`config.mk`:
```
export PLATFORM = sky130hd
export DESIGN_NAME = fetch_unit
export DESIGN_NICKNAME = d
export VERILOG_FILES = /design/src/rtl/fetch_unit_pkg.sv /design/src/rtl/fetch_word_buffer.sv /design/src/rtl/fetch_unit.sv
export SDC_FILE = /design/constraint.sdc
export NUM_CORES = 1
export LEC_CHECK = 0
export CORE_UTILIZATION = 50
export DETAILED_ROUTE_END_ITERATION = 6
export PLACE_DENSITY = 0.74
export SYNTH_ARGS = -nofsm -noshare
export SYNTH_HDL_FRONTEND = slang
export SYNTH_HIERARCHICAL = 1
export SYNTH_SLANG_ARGS = --single-unit
```
`constraint.sdc`:
```
create_clock -name CLK -period 5.65 [get_ports CLK]
set_clock_uncertainty 0.1 [all_clocks]
set_input_delay 1.13 -clock CLK [delete_from_list [all_inputs] [get_ports CLK]]
set_output_delay 1.13 -clock CLK [all_outputs]
set_load 0.005 [all_outputs]
```
`src/rtl/fetch_unit_pkg.sv`:
```
// Shared constants for the instruction fetch stage.
package fetch_unit_pkg;

  // Bytes per op word, and the width of the byte index within a word.
  localparam int FETCH_BYTES = 4;
  localparam int IDX_W       = $clog2(FETCH_BYTES);

  // Byte-lane order of the assembled word. The lowest address lands in [7:0].
  typedef enum logic {
    LANE_LITTLE = 1'b0,
    LANE_BIG    = 1'b1
  } lane_order_e;

  localparam lane_order_e LANE_ORDER = LANE_LITTLE;

  // Default first fetch address after reset. Must be word-aligned.
  localparam int unsigned RESET_PC_DEFAULT = 0;

  // Bit position of byte lane idx inside the 32-bit op word.
  function automatic int lane_lsb(input logic [IDX_W-1:0] idx);
    if (LANE_ORDER == LANE_LITTLE) return 8 * int'(idx);
    else                           return 8 * (FETCH_BYTES - 1 - int'(idx));
  endfunction

endpackage

```
`src/rtl/fetch_word_buffer.sv`:
```
// Two-entry op word buffer: one presented word plus one prefetched word.
module fetch_word_buffer
  import fetch_unit_pkg::*;
#(
  parameter int ADDR_WIDTH = 17
) (
  input  logic                  clk,
  input  logic                  rst_n,
  input  logic                  flush,
  input  logic                  take,
  input  logic                  push,
  input  logic [31:0]           push_word,
  input  logic [ADDR_WIDTH-1:0] push_pc,
  output logic [31:0]           word,
  output logic [ADDR_WIDTH-1:0] word_pc,
  output logic                  valid,
  output logic                  hold_full
);

  logic [31:0]           out_reg;
  logic [ADDR_WIDTH-1:0] out_pc;
  logic                  out_valid;
  logic [31:0]           hold_reg;
  logic [ADDR_WIDTH-1:0] hold_pc;
  logic                  hold_vld;
  logic                  take_ok;

  // A take only counts while a word is actually presented.
  assign take_ok = take && out_valid;

  // Output/hold update. Flush wins; a take refills from hold first, then from
  // a word completing this cycle. The producer never pushes while hold is full
  // unless the same cycle also drains it.
  always_ff @(posedge clk or negedge rst_n) begin
    if (!rst_n) begin
      out_reg   <= '0;
      out_pc    <= '0;
      out_valid <= 1'b0;
      hold_reg  <= '0;
      hold_pc   <= '0;
      hold_vld  <= 1'b0;
    end else if (flush) begin
      out_valid <= 1'b0;
      hold_vld  <= 1'b0;
    end else if (take_ok) begin
      if (hold_vld) begin
        out_reg   <= hold_reg;
        out_pc    <= hold_pc;
        out_valid <= 1'b1;
        if (push) begin
          hold_reg <= push_word;
          hold_pc  <= push_pc;
        end else begin
          hold_vld <= 1'b0;
        end
      end else if (push) begin
        out_reg   <= push_word;
        out_pc    <= push_pc;
        out_valid <= 1'b1;
      end else begin
        out_valid <= 1'b0;
      end
    end else if (push) begin
      if (!out_valid) begin
        out_reg   <= push_word;
        out_pc    <= push_pc;
        out_valid <= 1'b1;
      end else begin
        hold_reg <= push_word;
        hold_pc  <= push_pc;
        hold_vld <= 1'b1;
      end
    end
  end

  assign word      = out_reg;
  assign word_pc   = out_pc;
  assign valid     = out_valid;
  assign hold_full = hold_vld;

endmodule

```
`src/rtl/fetch_unit.sv`:
```
// Instruction fetch: reads byte-wide program memory, assembles 32-bit
// little-endian op words and presents them through a valid/take handshake.
module fetch_unit
  import fetch_unit_pkg::*;
#(
  parameter int                    ADDR_WIDTH = 17,
  parameter logic [ADDR_WIDTH-1:0] RESET_PC   = ADDR_WIDTH'(RESET_PC_DEFAULT)
) (
  input  logic                  CLK,
  input  logic                  N_RST,
  input  logic                  N_BOOTED,
  output logic [ADDR_WIDTH-1:0] MEM_ADDR,
  output logic                  MEM_N_OE,
  input  logic [7:0]            MEM_DATA,
  output logic [31:0]           OP_WORD,
  output logic [ADDR_WIDTH-1:0] OP_PC,
  output logic                  OP_VALID,
  input  logic                  OP_TAKE,
  input  logic                  JUMP,
  input  logic [ADDR_WIDTH-1:0] JUMP_ADDR
);

  logic [ADDR_WIDTH-1:0] pc;
  logic [IDX_W-1:0]      idx;
  logic [23:0]           asm_reg;
  logic                  hold_full;
  logic                  fetch;
  logic                  word_done;
  logic [31:0]           word_next;
  logic [ADDR_WIDTH-1:0] jump_pc;

  // Reset is folded in so the bus is released the moment N_RST falls,
  // without waiting for the registers to settle.
  assign fetch     = N_RST && !N_BOOTED && !hold_full && !JUMP;
  assign word_done = fetch && (idx == IDX_W'(FETCH_BYTES - 1));
  assign MEM_N_OE  = !fetch;
  assign MEM_ADDR  = pc + ADDR_WIDTH'(idx);
  assign jump_pc   = {JUMP_ADDR[ADDR_WIDTH-1:2], 2'b00};

  // Partial word with the current memory byte merged into its lane. At the
  // last byte this is the finished word; earlier, its low lanes feed asm_reg.
  always_comb begin
    word_next = {8'h00, asm_reg};
    word_next[lane_lsb(idx) +: 8] = MEM_DATA;
  end

  // Byte counter and word address. Jump overrides everything; a pause
  // (boot not done or hold full) leaves idx and asm_reg untouched.
  always_ff @(posedge CLK or negedge N_RST) begin
    if (!N_RST) begin
      pc      <= RESET_PC;
      idx     <= '0;
      asm_reg <= '0;
    end else if (JUMP) begin
      pc  <= jump_pc;
      idx <= '0;
    end else if (fetch) begin
      if (word_done) begin
        pc  <= pc + ADDR_WIDTH'(FETCH_BYTES);
        idx <= '0;
      end else begin
        asm_reg <= word_next[23:0];
        idx     <= idx + 1'b1;
      end
    end
  end

  fetch_word_buffer #(
    .ADDR_WIDTH (ADDR_WIDTH)
  ) u_buf (
    .clk       (CLK),
    .rst_n     (N_RST),
    .flush     (JUMP),
    .take      (OP_TAKE),
    .push      (word_done),
    .push_word (word_next),
    .push_pc   (pc),
    .word      (OP_WORD),
    .word_pc   (OP_PC),
    .valid     (OP_VALID),
    .hold_full (hold_full)
  );

endmodule

```
After elaboration in Yosys (flattened, before gate mapping)
Index checks and enable logic that the tools add are counted.
- $add $sub $neg: 4
- $mul: 0
- div/mod/pow operators: 0
- $lt $le $gt $ge: 0
- eq/ne operators: 4
- shift-type cells: 2
- multiplexer cells: 35
- bitwise operators: 2
- reduce and logical (&&, ||, !) cells: 21
- operators with widths (operator ; number):
    32-bit two-way mux ; 9
    17-bit two-way mux ; 12
    5-bit negation with 33-bit output ; 1
    8-bit by 33-bit variable shift with 32-bit output (first input constant) ; 1
    8-bit by 33-bit variable part select with 32-bit output ; 1
    32-bit bitwise mux ; 1
    17-bit by 2-bit adder with 17-bit output ; 1
    17-bit by 3-bit adder with 17-bit output (second input constant) ; 1
    1-bit two-way mux ; 10
    2-bit nonzero test ; 5
    2-bit two-way mux ; 3
    3-bit nonzero test ; 2
    1-bit logical AND ; 5
    5-bit AND reduction ; 1
    1-bit logical NOT ; 4
    2-bit by 1-bit != test with 1-bit output (second input constant) ; 2
    2-bit AND reduction ; 2
    4-bit AND reduction ; 1
    3-bit AND reduction ; 1
    2-bit by 1-bit adder with 2-bit output (second input constant) ; 1
    2-bit equality test (second input constant) ; 1
    2-bit != test (second input constant) ; 1
    1-bit inverter ; 2
- bits in registers: 143
- latch bits: 0
- memory bits (writable): 0
- ROM bits: 0
- input bits: 30
- memories: 0

Longest topological paths before layout
Gate-level depths: netlist (run 1).
- depth after elaboration: 9
- mapped depth: 9

Modules after synthesis
The synthesis (run 1) kept the hierarchy.
- by module, submodules not included (module ; instances ; cells an instance ; area each (sq um)):
    fetch_word_buffer ; 1 ; 274 ; 4359.2
    fetch_unit ; 1 ; 265 ; 2508.7

Worst setup path before layout (run 1)
Ideal clock, no wire load.
- path type: in2reg
- start point: input JUMP
- end point: register u_buf.out_reg[29] (netlist: u_buf/word[29])
- arrival: 2.849 ns
- data required time: 5.425 ns
- slack: 2.576 ns
- stages on the path: 9
- cell sequence: clkbuf_1 -> buf_2 -> nand2b_1 -> nor2_1 -> a21oi_1 -> nor3_2 -> buf_4 -> buf_4 -> mux2_2
- longest elaborated chain between the ends: 5
- elaborated cells on any way between the ends: 7
- classes of those cells: 1 x bitwise; 6 x reduce/logical
- RTL lines (what ; line ; RTL):
    start: declaration ; fetch_unit.sv:19 ; input logic JUMP,
    1-bit logical NOT (*) ; fetch_unit.sv:34 ; assign fetch = N_RST && !N_BOOTED && !hold_full && !JUMP;
    1-bit logical AND (*) ; fetch_unit.sv:34 ;
    1-bit logical AND (*) ; fetch_unit.sv:35 ; assign word_done = fetch && (idx == IDX_W'(FETCH_BYTES - 1));
    named net word_done ; fetch_unit.sv:28 ; logic word_done;
    2-bit nonzero test (no source line) ; n/a ;
    4-bit AND reduction (no source line) (*) ; n/a ;
    end signal: assignment ; fetch_word_buffer.sv:47 ; out_reg <= hold_reg;
    end signal: assignment ; fetch_word_buffer.sv:57 ; out_reg <= push_word;
    end signal: assignment ; fetch_word_buffer.sv:65 ; out_reg <= push_word;
    end: declaration ; fetch_word_buffer.sv:20 ; logic [31:0] out_reg;
Mark *: on every way through the listed nets, which the timed path passes. The rest lies on a longest branch.
A chain may end at the register's enable or synchronous reset.

Final worst setup path (run 1)
- start point: input N_RST
- end point: output MEM_N_OE
- longest elaborated chain between the ends: 4
- RTL lines (what ; line ; RTL):
    start: declaration ; fetch_unit.sv:10 ; input logic N_RST,
    1-bit logical AND (3 in series) ; fetch_unit.sv:34 ;
    1-bit logical NOT ; fetch_unit.sv:36 ; assign MEM_N_OE = !fetch;
    end: declaration ; fetch_unit.sv:13 ; output logic MEM_N_OE,
Every way passes these cells.

==> results of run 1 <==
-- power by group --
group | internal (mW) | switching, mW | total [mW]
Sequential | 1.04 | 0.0339 | 1.08
Combinational | 0.105 | 0.0921 | 0.198
Clock | 0.721 | 0.396 | 1.12
-- area by class of cell --
| class | count | area (µm²) | area share [%] |
|---|---|---|---|
| Clock buffer | 23 | 478 | 5.64 |
| Clock inverter | 7 | 113 | 1.33 |
| Inverter | 23 | 86.3 | 1.02 |
| Multi-Input combinational cell | 336 | 3050 | 36.0 |
| Sequential cell | 141 | 3530 | 41.6 |
| Tap cell | 176 | 220 | 2.60 |
| Timing Repair Buffer | 101 | 997 | 11.8 |
-- through the flow --
step | cell area (µm²) | total power [mW]
after floorplan | 6880 | 1.19
after global placement | 7890 | 1.28
after detailed placement | 7890 | 1.29
after CTS | 8480 | 2.41
after global routing | 8480 | 2.48
final | 8480 | 2.39
-- cell usage in the layout, fill, tap and decap left out, types with 2 or more instances in the layout --
cell and instances:
sky130_fd_sc_hd__xnor2_1 5, sky130_fd_sc_hd__clkinv_2 3, sky130_fd_sc_hd__nand4_1 6, sky130_fd_sc_hd__clkdlybuf4s50_1 94, sky130_fd_sc_hd__a22o_1 14, sky130_fd_sc_hd__ha_1 7
sky130_fd_sc_hd__clkbuf_1 3, sky130_fd_sc_hd__and4_1 3, sky130_fd_sc_hd__nand2_1 34, sky130_fd_sc_hd__bufinv_16 3, sky130_fd_sc_hd__nor2_1 7, sky130_fd_sc_hd__and4bb_2 2
sky130_fd_sc_hd__mux2i_1 2, sky130_fd_sc_hd__clkbuf_16 17, sky130_fd_sc_hd__nor4_1 2, sky130_fd_sc_hd__nor3_1 5, sky130_fd_sc_hd__mux2_4 20, sky130_fd_sc_hd__and3_1 2
sky130_fd_sc_hd__nor3_4 2, sky130_fd_sc_hd__inv_1 22, sky130_fd_sc_hd__conb_1 4, sky130_fd_sc_hd__nand3_1 7, sky130_fd_sc_hd__clkbuf_8 3, sky130_fd_sc_hd__nand2b_1 5
sky130_fd_sc_hd__o21ai_0 25, sky130_fd_sc_hd__buf_4 6, sky130_fd_sc_hd__mux2_1 10, sky130_fd_sc_hd__a21oi_1 6, sky130_fd_sc_hd__and2_1 9, sky130_fd_sc_hd__nor2b_1 2
sky130_fd_sc_hd__mux2_2 137, sky130_fd_sc_hd__dfrtp_1 141, sky130_fd_sc_hd__xor2_1 5
-- worst max-delay path by stage --
| stage | startpoint | end | cells after the start |
|---|---|---|---|
| detailed placement | N_RST | u_buf/word[15]$_DFFE_PN0P_ | 8 |
| finish | N_RST | MEM_N_OE | 4 |
| global placement | N_RST | MEM_N_OE | 4 |
| floorplan | JUMP | u_buf/word[29]$_DFFE_PN0P_ | 9 |
| global route | N_RST | MEM_N_OE | 4 |
| CTS | N_RST | MEM_N_OE | 4 |
-- critical path: cells and delay by family --
| kind | cells | cell delay [ns] |
|---|---|---|
| simple gates | 2 | 0.66 |
| buf+inv | 2 | 0.93 |
-- per-layer routing --
| metal | up-vias | global-route usage (%) | wire, µm |
|---|---|---|---|
| met2 | 89 | 34.6 | 6890 |
| li1 | 2054 | - | - |
| met4 | 0 | 7.36 | 197 |
| met3 | 19 | 5.60 | 543 |
| met1 | 2226 | 29.0 | 6530 |
| met5 | - | 0 | 0 |
-- cells by family after synthesis --
group / count (synthesis) / synth area share, %
adders and majority gates: 7 / 1.28
DFF: 141 / 51.4
other: 1 / 0.0546
xor gates and xnor gates: 10 / 1.28
AOI/OAI and AO/OA: 50 / 4.63
muxes: 169 / 28.8
and+or+nand+nor: 96 / 8.22
buffers and inverters: 65 / 4.41
==> results.md, run 1 <==
- Total of max-cap violations: 0
- Starting density of the core: 51.7%
- Largest fanout of any net on the critical path: 69
- Post-Route Hold Slack: 0.393 ns
- Number of setup buffers added after CTS: 0
- First-iteration detailed-routing DRC count: 173
- Slew margin rel.: 20.3%
- Reg-to-reg critical path endpoint: u_buf/word[31]$_DFFE_PN0P_
- Sequential-to-total area share from yosys stat: 51.4%
- Count of final hold-check violations: 0
- Setup ws final: 1.63 ns
- Largest cells by area after synthesis: sky130_fd_sc_hd__dfrtp_1 51%, sky130_fd_sc_hd__mux2_2 22%, sky130_fd_sc_hd__mux2_4 4.4%, sky130_fd_sc_hd__nand2_1 1.9%, sky130_fd_sc_hd__o21ai_0 1.8%
- 1st-pass router iterations: 6
- Deepest clock path buffer count: 2
- Clock latency of the later-clocked register in the worst-skew pair: 0.42 ns
- Share of flip-flops with an asynchronous set or reset: 100%
- Class of the most critical hold timing path: reg2reg
- Yosys warning total: 6
- Setup slack, reg-to-reg: 2.73 ns
- Average cell area after synthesis: 12.7 µm²
- Routed vias: 4388
- Total global routing track utilization: 21.8%
- Pin count of the biggest net entering global routing: 78
- Highest clock rate: 249 MHz
- Worst setup slack after placement: 1.53 ns
- Kind of capture point of the worst setup path: output pin
- CTS tree: done
- Area added between synthesis and finish: 23.4%
- Antenna Cells: 0
- Final setup violation count: 0
- Endpoint required time on the critical path: 4.42 ns
- Clock tree root driver cell: sky130_fd_sc_hd__clkbuf_16
- Clock buffer count from CTS: 17
- CP Cell Sequence: buf_6 -> nor3b_1 -> nand2b_1 -> clkdlybuf4s50_1
- Clock-pin slew of the registers on the worst-case setup and hold paths: 0.06 ns
- Share of final-layout standard cells stronger than drive strength 1: 31.5%
- Yosys top cell area share: 51.4%
- Final max-slew violation count: 0
- Library cells used by synthesis: 49
- Total power divided by cell area: 282 nW/µm²
- Register bit total from synthesis: 141
- Launch point of the worst hold path: u_buf/hold_reg[27]$_DFFE_PN0P_
- Wire length of the first global-routing pass: 23900 µm
- Area leader, netlist: sky130_fd_sc_hd__dfrtp_1
- Data arrival time of the critical path: 2.79 ns
- Number of antenna violations at the first check in global routing: 0
- Most instantiated cells after synthesis: 141 x sky130_fd_sc_hd__dfrtp_1, 137 x sky130_fd_sc_hd__mux2_2, 34 x sky130_fd_sc_hd__nand2_1
- Vias per cell: 5.44
- Peak supply drop: 0.175 mV
- # IOs: 98
- Finished Layout Cells: 807
- Most used standard cell by instance count after synthesis: sky130_fd_sc_hd__dfrtp_1
- Fin crit period: 4.02 ns
- Result of the run: finished clean
- Hold Crit Depth: 1
- Port bufs: 95
- Number of hold-repair buffers added at the cts stage: 0
- Critical path's slowest cell: sky130_fd_sc_hd__nor3b_1
- Setup repair after global routing missed its margin: no
- Die W: 119 µm
- Filler cells: 1015
- Leakage power total: 4.00 nW
- Syn Std Cell Area: 6870 µm²
- Transition at the pin with the smallest max-transition slack: 1.19 ns
- Post-cts repair resize count: 0
- Setup TNS: 0 ns
- Number of cells produced by synthesis: 539
- Post-route fraction of the period consumed by the critical path: 71.1%
- Placeable Area: 13300 µm²
- Leftover overflow at the end of global routing: 0
- Post-synth top flop: sky130_fd_sc_hd__dfrtp_1
- Remaining antenna violation count after routing: 0
- Cell total after placement: 777
- RD Place Congestion: 0.765
- CP peak stage delay: 0.50 ns
- Detail-routed net length per standard cell: 17.5 µm
- Chip Height: 119 µm
- Depth of the CTS H-tree: 4
- Start-to-end type of the worst setup path: in2out
- CTS Sinks: 141
- Hold endpoint: u_buf/hold_reg[27]$_DFFE_PN0P_
- NumNets Final: 657
- Final WL: 14200 µm
- Number of remaining DRC errors: 0
- Num rows: 42
- Die outline area: 14200 µm²
- Number of global-route vias before repair: 4659
- Nature of the critical path startpoint: primary input
- Source of the worst register-to-register timing path: idx[0]$_DFFE_PN0P_
- Number of enable-type register cells in the synthesized netlist: 0
- Final core utilization: 63.8%
- Placed wire-length estimate: 9150 µm
- Number of cells on the worst reg-to-reg path: 7
(Power assumes the default switching activity.)
==> inputs of run 2 (changes only) <==
==> constraint.sdc (replaced) <==
create_clock -name CLK -period 4.1 [get_ports CLK]
set_clock_uncertainty 0.1 [all_clocks]
set_input_delay 0.82 -clock CLK [delete_from_list [all_inputs] [get_ports CLK]]
set_output_delay 0.82 -clock CLK [all_outputs]
set_load 0.005 [all_outputs]
==> run 2 against run 1 <==
Combinational power rose by 38%. First-iteration DRC count rose by 23%. Core utilization rose by 0.30 points. Largest cell class unchanged. Register-to-register slack got worse by 1.4 ns. Non-clock buffer count rose by 3.
==> results.md, run 2 (synthesis gave the netlist of run 1 again) <==
- Result of the run: finished clean
- Vias per cell: 5.45
- First-iteration detailed-routing DRC count: 212
- Combined area of the multi-input logic cells: 3050 µm²
- Clock buffer count from CTS: 17
- Die outline area: 14200 µm²
- Endpoint required time on the critical path: 3.18 ns
- Highest clock rate: 298 MHz
- Leftover overflow at the end of global routing: 0
- CTS tree: done
- Data arrival time of the critical path: 2.44 ns
- Start-to-end type of the worst setup path: in2out
- Clock tree root driver cell: sky130_fd_sc_hd__clkbuf_16
- Combined flip-flop and latch cell area: 3530 µm²
- Clock-pin slew of the registers on the worst-case setup and hold paths: 0.05 ns
- Leakage power total: 4.03 nW
- Peak supply drop: 0.234 mV
- 1st-pass router iterations: 4
- Antenna Cells: 0
- Die W: 119 µm
- Kind of capture point of the worst setup path: output pin
- # IOs: 98
- Most common cell after layout, fill and taps aside: sky130_fd_sc_hd__dfrtp_1
- Number of hold-repair buffers added at the cts stage: 0
- Global-route track usage on met2: 34.7%
- Area added between synthesis and finish: 24.0%
- Fin crit period: 3.36 ns
- Post-route fraction of the period consumed by the critical path: 81.9%
- Busiest grt layer: met2
- Largest fanout of any net on the critical path: 4
- Nature of the critical path startpoint: primary input
- Setup repair after global routing missed its margin: no
- Commonest non-fill, non-tap cells in the layout: 141 x sky130_fd_sc_hd__dfrtp_1, 137 x sky130_fd_sc_hd__mux2_2, 94 x sky130_fd_sc_hd__clkdlybuf4s50_1
- Number of antenna violations at the first check in global routing: 0
- Final setup violation count: 0
- NumNets Final: 660
- Filler cells: 1024
- CTS Sinks: 141
- Num rows: 42
- Share of final-layout standard cells stronger than drive strength 1: 31.8%
- Placeable Area: 13300 µm²
- Setup ws final: 0.743 ns
- Number of setup buffers added after CTS: 0
- Final max-slew violation count: 0
- Post-cts repair resize count: 0
- Number of remaining DRC errors: 0
- Class of the most critical hold timing path: in2async
- Placed wire-length estimate: 9570 µm
- RD Place Congestion: 0.785
- Port bufs: 95
- Chip Height: 119 µm
- Met1 global-route usage: 29.0%
- Count of final hold-check violations: 0
- Transition at the pin with the smallest max-transition slack: 0.903 ns
- Pin count of the biggest net entering global routing: 74
- Routed vias: 4426
- Total global routing track utilization: 21.7%
- Final WL: 14300 µm
- Total of max-cap violations: 0
- Total power divided by cell area: 387 nW/µm²
- Remaining antenna violation count after routing: 0
- Clock latency of the later-clocked register in the worst-skew pair: 0.41 ns
- Wire length of the first global-routing pass: 23700 µm
- Number of global-route vias before repair: 4566
- Deepest clock path buffer count: 2
- Number of cells on the worst reg-to-reg path: 7
- Worst setup slack after placement: 0.579 ns
- Met3 routing resource usage after global routing: 4.98%
- Depth of the CTS H-tree: 4
- Starting density of the core: 51.7%
- Detail-routed net length per standard cell: 17.6 µm
- Setup TNS: 0 ns
- Slew margin rel.: 39.8%
[run 2: changes by cell type in the layout (fill, tap and decap cells not counted), sizes merged]
cell	delta
buf	+3
clkbuf	+2
clkinv	+1
clkinvlp	-1
[run 2: routing by layer]
layer  share of wire [%]  vias up
met3                 3.9       19
met5                   0        -
met4                 1.3        0
met2                  48       86
met1                  46     2265
li1                    -     2056
[run 2: path summary, 6_finish.rpt]
| path | from | slack, ns | endpoint |
|---|---|---|---|
| setup / recovery | N_BOOTED | 0.74 | MEM_N_OE |
| max in group asynchronous | N_RST | 1.95 | u_buf/hold_reg[9]$_DFFE_PN0P_ |
| hold / removal | N_RST | 0.13 | u_buf/hold_full$_DFFE_PN0P_ |
| hold reg to reg | u_buf/hold_reg[23]$_DFFE_PN0P_ | 0.39 | u_buf/hold_reg[23]$_DFFE_PN0P_ |
| setup reg to reg | idx[0]$_DFFE_PN0P_ | 1.36 | u_buf/word[30]$_DFFE_PN0P_ |
| min in group CLK | u_buf/hold_reg[23]$_DFFE_PN0P_ | 0.39 | u_buf/hold_reg[23]$_DFFE_PN0P_ |
[run 2: area by class of cell]
| cell class | instances | share of cell area, % |
|---|---|---|
| clock buffer | 25 | 5.70 |
| multi-input combinational | 336 | 35.9 |
| timing repair buffer | 104 | 12.1 |
| tap | 176 | 2.59 |
| sequential | 141 | 41.4 |
| inverter | 23 | 1.01 |
| clock inverter | 7 | 1.29 |
[run 2: power by group]
group          switching, mW  internal (mW)
Sequential            0.0461           1.44
Combinational          0.128          0.146
Clock                  0.540           1.00
Total                  0.714           2.59
[run 2: per-stage QoR]
| step | power (mW) | hold WS [ns] | std cells | utilization, % | instance area [µm²] |
|---|---|---|---|---|---|
| global placement | 1.77 | 0.370 | 780 | 59.6 | 7920 |
| CTS | 3.33 | 0.108 | 812 | 64.1 | 8520 |
| floorplan | 1.64 | 0.360 | 542 | - | 6880 |
| global route | 3.42 | 0.120 | 812 | 64.1 | 8520 |
| detailed placement | 1.78 | 0.381 | 780 | 59.6 | 7920 |
| finish | 3.30 | 0.125 | 812 | 64.1 | 8520 |
[run 2: critical path: stages]
cell and delay [ns]:
sky130_fd_sc_hd__clkdlybuf4s50_1 0.47, sky130_fd_sc_hd__nor3b_1 0.50, sky130_fd_sc_hd__nand2b_1 0.15, sky130_fd_sc_hd__clkdlybuf4s50_1 0.49
